$ cat src/rtl/filter2d_wb_pkg.sv
// rtl/filter2d_wb_pkg.sv - shared geometry defaults, state enum and FIFO entry types for filter2d_wb.
package filter2d_pkg;

    localparam int DEF_IMG_W      = 256;
    localparam int DEF_IMG_H      = 256;
    localparam int DEF_FIFO_DEPTH = 4;
    localparam int DEF_AW         = 14;
    localparam int BYTES_PER_WORD = 4;

    typedef logic [31:0] word_t;

    typedef enum logic [1:0] {
        IDLE  = 2'd0,
        RUN   = 2'd1,
        DRAIN = 2'd2
    } wb_state_t;

    // Entry layout for the default geometry; the top re-declares it with its own AW.
    typedef struct packed {
        logic [DEF_AW-1:0] addr;
        word_t             data;
    } wb_entry_t;

endpackage

$ cat src/rtl/filter2d_wb_if.sv
// rtl/filter2d_wb_if.sv - pixel input stream and ready-gated memory write port of filter2d_wb.
interface filter2d_wb_if #(
    parameter int AW = 14
) ();
    logic          i_strb;
    logic [7:0]    i_data;
    logic          mem_wr;
    logic [AW-1:0] wr_addr;
    logic [31:0]   wr_data;
    logic          wr_ready;

    modport master (
        output i_strb, i_data, wr_ready,
        input  mem_wr, wr_addr, wr_data
    );

    modport slave (
        input  i_strb, i_data, wr_ready,
        output mem_wr, wr_addr, wr_data
    );
endinterface

$ cat src/rtl/filter2d_wb_fifo.sv
// rtl/filter2d_wb_fifo.sv - synchronous word FIFO; a push into a full FIFO succeeds when a pop happens in the same cycle.
module filter2d_wb_fifo #(
    parameter int DEPTH = 4,
    parameter int W     = 46
) (
    input  logic         clk,
    input  logic         rstn,
    input  logic         flush,
    input  logic         push,
    input  logic         pop,
    input  logic [W-1:0] din,
    output logic [W-1:0] dout,
    output logic         full,
    output logic         empty
);
    localparam int PW = $clog2(DEPTH);

    logic [PW:0]  wr_ptr_q, wr_ptr_d, rd_ptr_q, rd_ptr_d;
    logic [W-1:0] mem_q [DEPTH];
    logic         push_ok, pop_ok;

    assign empty   = (wr_ptr_q == rd_ptr_q);
    assign full    = (wr_ptr_q[PW] != rd_ptr_q[PW]) && (wr_ptr_q[PW-1:0] == rd_ptr_q[PW-1:0]);
    assign pop_ok  = pop && !empty;
    assign push_ok = push && (!full || pop_ok);
    assign dout    = mem_q[rd_ptr_q[PW-1:0]];

    always_comb begin
        wr_ptr_d = wr_ptr_q;
        rd_ptr_d = rd_ptr_q;
        if (flush) begin
            wr_ptr_d = '0;
            rd_ptr_d = '0;
        end else begin
            if (push_ok) wr_ptr_d = wr_ptr_q + (PW+1)'(1);
            if (pop_ok)  rd_ptr_d = rd_ptr_q + (PW+1)'(1);
        end
    end

    always_ff @(posedge clk or negedge rstn) begin
        if (!rstn) begin
            wr_ptr_q <= '0;
            rd_ptr_q <= '0;
        end else begin
            wr_ptr_q <= wr_ptr_d;
            rd_ptr_q <= rd_ptr_d;
        end
    end

    // On full+pop the write lands in the slot being read out; the read sees the old word.
    always_ff @(posedge clk) begin
        if (push_ok && !flush) mem_q[wr_ptr_q[PW-1:0]] <= din;
    end

endmodule

$ cat src/rtl/filter2d_wb.sv
// rtl/filter2d_wb.sv - filter output write-back: packs 4 pixels per word into a FIFO feeding the frame memory.
// Optional macro FILTER2D_WB_CHECKSUM_EN adds a 16-bit running pixel sum output csum.
module filter2d_wb
    import filter2d_pkg::*;
#(
    parameter int IMG_W      = DEF_IMG_W,
    parameter int IMG_H      = DEF_IMG_H,
    parameter int FIFO_DEPTH = DEF_FIFO_DEPTH,
    parameter int AW         = DEF_AW
) (
    input  logic          clk,
    input  logic          rstn,
    input  logic          start,
    filter2d_wb_if.slave  bus,
    output logic          busy,
    output logic          done,
    output logic          ovf
`ifdef FILTER2D_WB_CHECKSUM_EN
    ,
    output logic [15:0]   csum
`endif
);
    localparam int NPIX = IMG_W * IMG_H;
    localparam int CW   = $clog2(NPIX + 1);

    typedef struct packed {
        logic [AW-1:0] addr;
        word_t         data;
    } entry_t;

    wb_state_t   state_q, state_d;
    logic [CW-1:0] cnt_q, cnt_d;
    logic [23:0] pack_q, pack_d;
    logic        ovf_q, ovf_d;
    logic        accept, push, pop, full, empty;
    logic [1:0]  lane;
    entry_t      push_e, head_e;

    assign lane   = cnt_q[1:0];
    assign accept = (state_q == RUN) && bus.i_strb && !start;
    assign push   = accept && (lane == 2'd3);
    assign pop    = !empty && bus.wr_ready;

    // Address comes from the pixel count, so dropped words never shift later ones.
    assign push_e.addr = AW'(cnt_q >> 2);
    assign push_e.data = {bus.i_data, pack_q};

    filter2d_wb_fifo #(
        .DEPTH (FIFO_DEPTH),
        .W     ($bits(entry_t))
    ) u_fifo (
        .clk   (clk),
        .rstn  (rstn),
        .flush (start),
        .push  (push),
        .pop   (pop),
        .din   (push_e),
        .dout  (head_e),
        .full  (full),
        .empty (empty)
    );

    always_comb begin
        state_d = state_q;
        done    = 1'b0;
        case (state_q)
            RUN:     if (accept && cnt_q == CW'(NPIX - 1)) state_d = DRAIN;
            DRAIN:   if (empty) begin
                         state_d = IDLE;
                         done    = 1'b1;
                     end
            default: state_d = state_q;
        endcase
        if (start) state_d = RUN;
    end

    always_comb begin
        cnt_d  = cnt_q;
        pack_d = pack_q;
        ovf_d  = ovf_q;
        if (start) begin
            cnt_d  = '0;
            pack_d = '0;
            ovf_d  = 1'b0;
        end else if (accept) begin
            cnt_d = cnt_q + CW'(1);
            case (lane)
                2'd0:    pack_d[7:0]   = bus.i_data;
                2'd1:    pack_d[15:8]  = bus.i_data;
                2'd2:    pack_d[23:16] = bus.i_data;
                default: pack_d        = pack_q;
            endcase
            if (push && full && !pop) ovf_d = 1'b1;
        end
    end

    always_ff @(posedge clk or negedge rstn) begin
        if (!rstn) begin
            state_q <= IDLE;
            cnt_q   <= '0;
            pack_q  <= '0;
            ovf_q   <= 1'b0;
        end else begin
            state_q <= state_d;
            cnt_q   <= cnt_d;
            pack_q  <= pack_d;
            ovf_q   <= ovf_d;
        end
    end

    assign busy        = (state_q == RUN);
    assign ovf         = ovf_q;
    assign bus.mem_wr  = !empty;
    assign bus.wr_addr = empty ? '0 : head_e.addr;
    assign bus.wr_data = empty ? '0 : head_e.data;

`ifdef FILTER2D_WB_CHECKSUM_EN
    logic [15:0] csum_q, csum_d;

    always_comb begin
        csum_d = csum_q;
        if (start)       csum_d = '0;
        else if (accept) csum_d = csum_q + {8'd0, bus.i_data};
    end

    always_ff @(posedge clk or negedge rstn) begin
        if (!rstn) csum_q <= '0;
        else       csum_q <= csum_d;
    end

    assign csum = csum_q;
`endif

endmodule
$ cat src/flat_wrapper.sv
// flat-port wrapper written by rule: the top's interface ports become plain ports
module filter2d_wb_flat import filter2d_pkg::*;
#(
    parameter int IMG_W      = DEF_IMG_W,
    parameter int IMG_H      = DEF_IMG_H,
    parameter int FIFO_DEPTH = DEF_FIFO_DEPTH,
    parameter int AW         = DEF_AW
)
  (clk, rstn, start, busy, done, ovf, bus_i_strb, bus_i_data, bus_wr_ready, bus_mem_wr, bus_wr_addr, bus_wr_data);
  filter2d_wb_if #(.AW(AW)) bus_i ();
  input  logic clk;
  input  logic rstn;
  input  logic start;
  output logic busy;
  output logic done;
  output logic ovf;
  input wire logic [$bits(bus_i.i_strb)-1:0] bus_i_strb;
  input wire logic [$bits(bus_i.i_data)-1:0] bus_i_data;
  input wire logic [$bits(bus_i.wr_ready)-1:0] bus_wr_ready;
  output wire logic [$bits(bus_i.mem_wr)-1:0] bus_mem_wr;
  output wire logic [$bits(bus_i.wr_addr)-1:0] bus_wr_addr;
  output wire logic [$bits(bus_i.wr_data)-1:0] bus_wr_data;
  assign bus_i.i_strb = bus_i_strb;
  assign bus_i.i_data = bus_i_data;
  assign bus_i.wr_ready = bus_wr_ready;
  assign bus_mem_wr = bus_i.mem_wr;
  assign bus_wr_addr = bus_i.wr_addr;
  assign bus_wr_data = bus_i.wr_data;
  filter2d_wb #(.IMG_W(IMG_W), .IMG_H(IMG_H), .FIFO_DEPTH(FIFO_DEPTH), .AW(AW)) u_core (.clk(clk), .rstn(rstn), .start(start), .bus(bus_i), .busy(busy), .done(done), .ovf(ovf));
endmodule
$ cat config.mk
export PLATFORM = sky130hd
export DESIGN_NAME = filter2d_wb_flat
export DESIGN_NICKNAME = d
export VERILOG_FILES = /design/src/rtl/filter2d_wb_pkg.sv /design/src/rtl/filter2d_wb_if.sv /design/src/rtl/filter2d_wb_fifo.sv /design/src/rtl/filter2d_wb.sv /design/src/flat_wrapper.sv
export SDC_FILE = /design/constraint.sdc
export NUM_CORES = 1
export LEC_CHECK = 0
export ABC_AREA = 1
export BUFFER_PORTS_ARGS = -buffer_cell sky130_fd_sc_hd__buf_2
export CAP_MARGIN = 5
export CELL_PAD_IN_SITES_DETAIL_PLACEMENT = 1
export CELL_PAD_IN_SITES_GLOBAL_PLACEMENT = 1
export CORE_ASPECT_RATIO = 1.2
export CORE_UTILIZATION = 25
export DETAILED_ROUTE_END_ITERATION = 12
export GPL_ROUTABILITY_DRIVEN = 1
export PLACE_DENSITY_LB_ADDON = 0.12
export SLEW_MARGIN = 40
export SYNTH_ARGS = -nofsm -noshare
export SYNTH_HDL_FRONTEND = slang
export SYNTH_HIERARCHICAL = 1
export SYNTH_SLANG_ARGS = --single-unit
$ cat constraint.sdc
create_clock -name clk -period 4.1 [get_ports clk]
set_clock_uncertainty 0.15 [all_clocks]
set_input_delay 0.205 -clock clk [delete_from_list [all_inputs] [get_ports clk]]
set_output_delay 0.205 -clock clk [all_outputs]
set_load 0.02 [all_outputs]
== Word-level counts from Yosys, hierarchy flattened ==
Memory sizes are Yosys's and may differ from the RTL's.
Cells that the tools add are included.
Widths: inputs -> output; s select.

* Register bits after elaboration: 50
* Bits of input ports: 13
* Memory bits (writable): 184
* Output and inout bits: 50
* Memories kept: 1

* Add/subtract/negate cells: 3
* Equal/unequal tests: 11
* Reduce and logical (&&, ||, !) cells: 30
* Muxes and demuxes: 24

{| class="wikitable"
|+ Memory list
! memory !! depth !! bits a word !! rd ports !! clocked after memory_dff !! wr ports !! line !! source
|-
| u_core.u_fifo.mem_q || 4 || 46 || 1 || 0 || 1 || filter2d_wb_fifo.sv:19 || <nowiki>logic [W-1:0] mem_q [DEPTH];</nowiki>
|}

{| class="wikitable"
|+ Operator list
! cell !! number
|-
| $mux 24 || 2
|-
| $mux 17 || 2
|-
| $mux 32 || 1
|-
| $mux 8 || 3
|-
| $add 17x1->17 const B || 1
|-
| $eq 17x16->1 const B || 1
|-
| $mux 14 || 1
|-
| $reduce_bool 2->1 || 7
|-
| $mux 3 || 4
|-
| $logic_and 1x1->1 || 11
|-
| $reduce_and 2->1 || 4
|-
| $mux 1 || 7
|-
| $add 3x1->3 const B || 2
|-
| $eq 2x2->1 const B || 3
|-
| $mux 2 || 3
|-
| $ne 3x2->1 const B || 2
|-
| $eq 2x1->1 const B || 2
|-
| $logic_not 1->1 || 4
|-
| $pmux 2 s2 || 1
|-
| $eq 3x3->1 || 1
|-
| $reduce_and 3->1 || 1
|-
| $reduce_bool 3->1 || 1
|-
| $eq 2x2->1 || 1
|-
| $logic_not 2->1 || 1
|-
| 2 further kinds || 2
|}

== Depth between registers and ports, before layout ==
* Depth after elaboration: 9
* Depth in mapped cells: 14

== Modules after synthesis ==
Netlist, hierarchy kept.

{| class="wikitable"
|+ By module, submodules not included
! module !! area an instance (um^2) !! cells an instance !! instances
|-
| filter2d_wb_fifo || 7270.7 || 508 || 1
|-
| filter2d_wb || 2548.7 || 378 || 1
|}

== Least setup slack after synthesis ==
OpenSTA, ideal clock, no wires.

* Path kind: register to register
* Start: reg u_core.u_fifo.rd_ptr_q[0]
* End: mem u_core.u_fifo.mem_q[0][0] (enable)
* Buffers on the path: 1
* Setup slack: -0.006 ns
* Arrival: 3.506 ns
* Period minus slack after synthesis: 4.106 ns
* Stages on the path, launching flop included: 12
* Data required time: 3.500 ns
* Cell sequence: dfrtp_1 -> buf_6 -> xnor2_4 -> nand3_2 -> inv_1 -> inv_1 -> nand2_1 -> inv_1 -> inv_1 -> nand4_4 -> nand3_2 -> nor2_1

* Cells in the longest elaborated chain, start to end: 9

{| class="wikitable"
|+ Ends and longest elaborated chain
! item !! line !! source
|-
| start: declaration || filter2d_wb_fifo.sv:18 || <nowiki>logic [PW:0] wr_ptr_q, wr_ptr_d, rd_ptr_q, rd_ptr_d;</nowiki>
|-
| start signal: assignment || filter2d_wb_fifo.sv:46 || <nowiki>rd_ptr_q <= rd_ptr_d;</nowiki>
|-
| $eq 3x3->1 || filter2d_wb_fifo.sv:22 || <nowiki>assign empty = (wr_ptr_q == rd_ptr_q);</nowiki>
|-
| net u_core.empty || filter2d_wb.sv:35 || <nowiki>logic accept, push, pop, full, empty;</nowiki>
|-
| $logic_not 1->1 || - ||
|-
| net bus_mem_wr || flat_wrapper.sv:20 || <nowiki>output wire logic [$bits(bus_i.mem_wr)-1:0] bus_mem_wr;</nowiki>
|-
| $logic_and 1x1->1 || filter2d_wb.sv:42 || <nowiki>assign pop = !empty && bus.wr_ready;</nowiki>
|-
| net u_core.pop || filter2d_wb.sv:35 ||
|-
| $logic_and 1x1->1 || filter2d_wb_fifo.sv:24 || <nowiki>assign pop_ok = pop && !empty;</nowiki>
|-
| $logic_or 1x1->1 || filter2d_wb_fifo.sv:25 || <nowiki>assign push_ok = push && (!full || pop_ok);</nowiki>
|-
| $logic_and 1x1->1 || filter2d_wb_fifo.sv:25 ||
|-
| $logic_and 1x1->1 || filter2d_wb_fifo.sv:52 || <nowiki>if (push_ok && !flush) mem_q[wr_ptr_q[PW-1:0]] <= din;</nowiki>
|-
| $mux 1 || filter2d_wb_fifo.sv:52 ||
|-
| $mux 1 (implied by the code) || filter2d_wb_fifo.sv:52 ||
|-
| end: declaration || filter2d_wb_fifo.sv:19 ||
|}

The timed path passes the listed nets, and every way through them passes these cells.

== Worst setup path after layout ==
* Start: reg u_core.u_fifo.rd_ptr_q[1]
* End: mem u_core.u_fifo.mem_q[0][6] (enable)

* Cells in the longest elaborated chain, start to end: 9

{| class="wikitable"
|+ Ends and longest elaborated chain
! item !! line
|-
| $eq 3x3->1 || filter2d_wb_fifo.sv:22
|-
| net u_core.empty || filter2d_wb.sv:35
|-
| $logic_not 1->1 || filter2d_wb.sv:42
|-
| $logic_and 1x1->1 || filter2d_wb.sv:42
|-
| net u_core.pop || filter2d_wb.sv:35
|-
| $logic_and 1x1->1 || filter2d_wb_fifo.sv:24
|-
| $logic_or 1x1->1 || filter2d_wb_fifo.sv:25
|-
| $logic_and 1x1->1 || filter2d_wb_fifo.sv:25
|-
| $logic_and 1x1->1 || filter2d_wb_fifo.sv:52
|-
| $mux 1 || filter2d_wb_fifo.sv:52
|-
| $mux 1 (implied by the code) || filter2d_wb_fifo.sv:52
|}

The timed path passes the listed nets, and every way through them passes these cells.

==> flow_summary.json <==
{
  "synthesis.nets": 909,
  "initial_utilization_pct": 25.3,
  "ys_seq_area_share_pct": 69.0,
  "fin_worst_hold_slack_ns": 0.110,
  "synthArstFlopShare_pct": 21.4,
  "viasPerCell": 4.31,
  "yosysTopAreaCell": "edfxtp_1",
  "cellPowerDensity_nw_per_um2": 432,
  "max_freq_mhz": 325,
  "post-place-ws_ns": 0.955,
  "crit_fanout": 34,
  "die_w_um": 183,
  "placed_cell_area_um2": 10800,
  "syn2layout_area_growth_pct": 19.6,
  "setup_ws_ns": 1.03,
  "grt_max_degree": 95,
  "wl_per_cell_um": 17.1,
  "synth_edf_count": 184,
  "num_antenna_cells": 0,
  "fin_cells": 1507,
  "die_height_um": 219,
  "regArea_um2": 6780,
  "clockRootBuffer": "clkbuf_16",
  "fin_util_pct": 30.3,
  "fin_crit_sh_pct": 75.0,
  "synth_ff_type": "edfxtp_1",
  "rows": 79,
  "final_nets": 984,
  "path_clk_slew_ns": 0.06,
  "setup_viol": 0,
  "wl_um": 25800,
  "overflow": 0,
  "clk_latency_ns": 0.53,
  "cts_resized": 0,
  "num_vias": 6502,
  "slew_violations": 0,
  "clock_path_buffers": 3,
  "cp-end-kind": "flop",
  "period_needed_ns": 3.07,
  "syn_inst": 886,
  "rsz0062_at_grt": "no",
  "grt_use_total_pct": 13.2,
  "multi_input_area_um2": 2510,
  "cap_violations": 0,
  "synth.distinct_cells": 32,
  "cts_num_sinks": 234,
  "worstSetupStartpointType": "flop",
  "drive_above_1_share_pct": 14.0,
  "worstPathRequired_ns": 4.16,
  "status": "completed",
  "dpl.hpwl_um": 16000,
  "n_fill_cell": 4347,
  "arrival_ns": 3.13,
  "synth.avg_cell_area_um2": 11.1,
  "irDropWorstVdd_uv": 249,
  "route.detailed.drc": 0,
  "synth_top_area_share_pct": 56.3,
  "tightest_slew_ns": 0.759,
  "syn_area_um2": 9820,
  "ant_nets": 0,
  "place_inst": 1447,
  "fp.dieArea_um2": 40100,
  "yosys_warnings": 6,
  "synthTopCellsByArea": "edfxtp_1 56%, dfrtp_1 13%, nor2_1 6.7%, nand2_1 3.9%, o21ai_0 3.9%",
  "port_buffers": 62,
  "power_leakage_nw": 4.68,
  "final_hold_viol_count": 0,
  "h-tree-depth": 1,
  "antenna_found_initial": 0,
  "cts_buffers": 26,
  "path_class": "flop to flop",
  "cts_tree": "yes",
  "coreArea_um2": 38700,
  "grt_pass1_vias": 6813,
  "drt_iter0_drc": 258,
  "grt_pass1_wl_um": 40500,
  "final_area_um2": 11700,
  "gp_congestion": 0.668,
  "slew_headroom_pct": 49.3,
  "hold_class": "primary input to asynchronous set/reset pin",
  "io_pins": 63,
  "firstDrtPassIters": 4,
  "synth_seq_cells": 234
}
## where the power goes
part | switching (mW) | internal, mW
sequential | 0.0353 | 2.59
combinational | 0.0831 | 0.0366
clock | 0.935 | 1.40
total | 1.05 | 4.02
## worst max-delay path, cell delays in order (launching register included)
cell,delay (ns)
dfrtp_1,0.34
buf_4,0.28
inv_1,0.10
nand2_1,0.07
nand2_1,0.12
nand3_2,0.16
inv_2,0.05
inv_1,0.06
nand2_1,0.06
inv_1,0.14
inv_1,0.09
nand4_4,0.12
nand3_2,0.22
nor2_4,0.46
buf_12,0.30
## sequential cells by signal, indices dropped and copies added, names as in the netlist
signal	cells
u_core/cnt_q	17
u_core/pack_q	24
u_core/u_fifo/mem_q	184
u_core/u_fifo/rd_ptr_q	3
u_core/state_q	2
u_core/ovf	1
u_core/u_fifo/wr_ptr_q	3
## metal layers
| layer | vias up | track usage [%] | share of wire [%] |
|---|---|---|---|
| met3 | 26 | 1.79 | 2.8 |
| met2 | 69 | 24.6 | 52 |
| li1 | 3174 | - | - |
| met5 | - | 0 | 0 |
| met4 | 0 | 2.75 | 1.3 |
| met1 | 3233 | 16.1 | 44 |
## cells in the final DEF, fill, tap and decap left out, types with 9 or more instances in the layout
cell type      netlist  final
buf_2                8     62
o21ai_1             23     23
inv_1               93     92
dfrtp_1             50     49
o21ai_0             76     76
clkbuf_16            0     27
ha_1                10     10
nand4_1              9      9
dlygate4sd3_1        0     12
edfxtp_1           184    184
nor2_1             176    172
nand3_1             42     42
nand2_1            102    102
buf_4                4     10
o22ai_1             47     47
## logic make-up (layout without fill, tap and decap cells)
group,count (synthesis),after routing,synth area share [%]
AO/OA/AOI/OAI,157,157,8.66
flip-flops,234,234,69.0
buffers and inverters,138,233,5.70
AND/OR/NAND/NOR,344,344,14.9
XOR/XNOR,3,3,0.459
adder cells (fa/ha/maj),10,10,1.27
## worst paths after layout
kind | start | to | slack, ns | cells past startpoint
max in group asynchronous | rstn | u_core/pack_q[20] | 2.82 | 3
max | u_core/u_fifo/rd_ptr_q[1] | u_core/u_fifo/mem_q[0][6] | 1.03 | 14
max reg2reg | u_core/u_fifo/rd_ptr_q[1] | u_core/u_fifo/mem_q[0][6] | 1.03 | 14
min reg2reg | u_core/ovf | u_core/ovf | 0.34 | 2
min in group clk | u_core/ovf | u_core/ovf | 0.34 | 2
min | rstn | u_core/cnt_q[7] | 0.11 | 2
## through the flow
stage / setup TNS (ns) / power [mW]
2_1_floorplan: -1.04 / 2.72
3_3_place_gp: 0 / 2.79
3_5_place_dp: 0 / 2.79
4_1_cts: 0 / 5.16
5_1_grt: 0 / 5.26
6_report: 0 / 5.08
## synthesized netlist by cell type, types with 3 or more instances
master and n:
a21oi_1 8, buf_1 5, buf_2 8, buf_4 4, clkbuf_1 21, dfrtp_1 50
edfxtp_1 184, ha_1 10, inv_1 93, inv_2 3, nand2_1 102, nand2_2 4
nand2_4 3, nand3_1 42, nand4_1 9, nor2_1 176, o21ai_0 76, o21ai_1 23
o22ai_1 47
## final cells by class
type                            instances  area share, %
Tap cell                              526           5.60
Timing Repair Buffer                   88           4.91
Clock inverter                         13           1.25
Inverter                               97           3.10
Sequential cell                       234           57.7
Multi-Input combinational cell        514           21.4
Clock buffer                           35           6.01
## what timing repair did
| action | CTS | global route |
|---|---|---|
| buffers inserted | 0 | 0 |
| setup endpoints to repair | 0 | 0 |
| hold endpoints to repair | 85 | 0 |
| hold buffers | 12 | 0 |
Power figures use the tool's default switching activity.
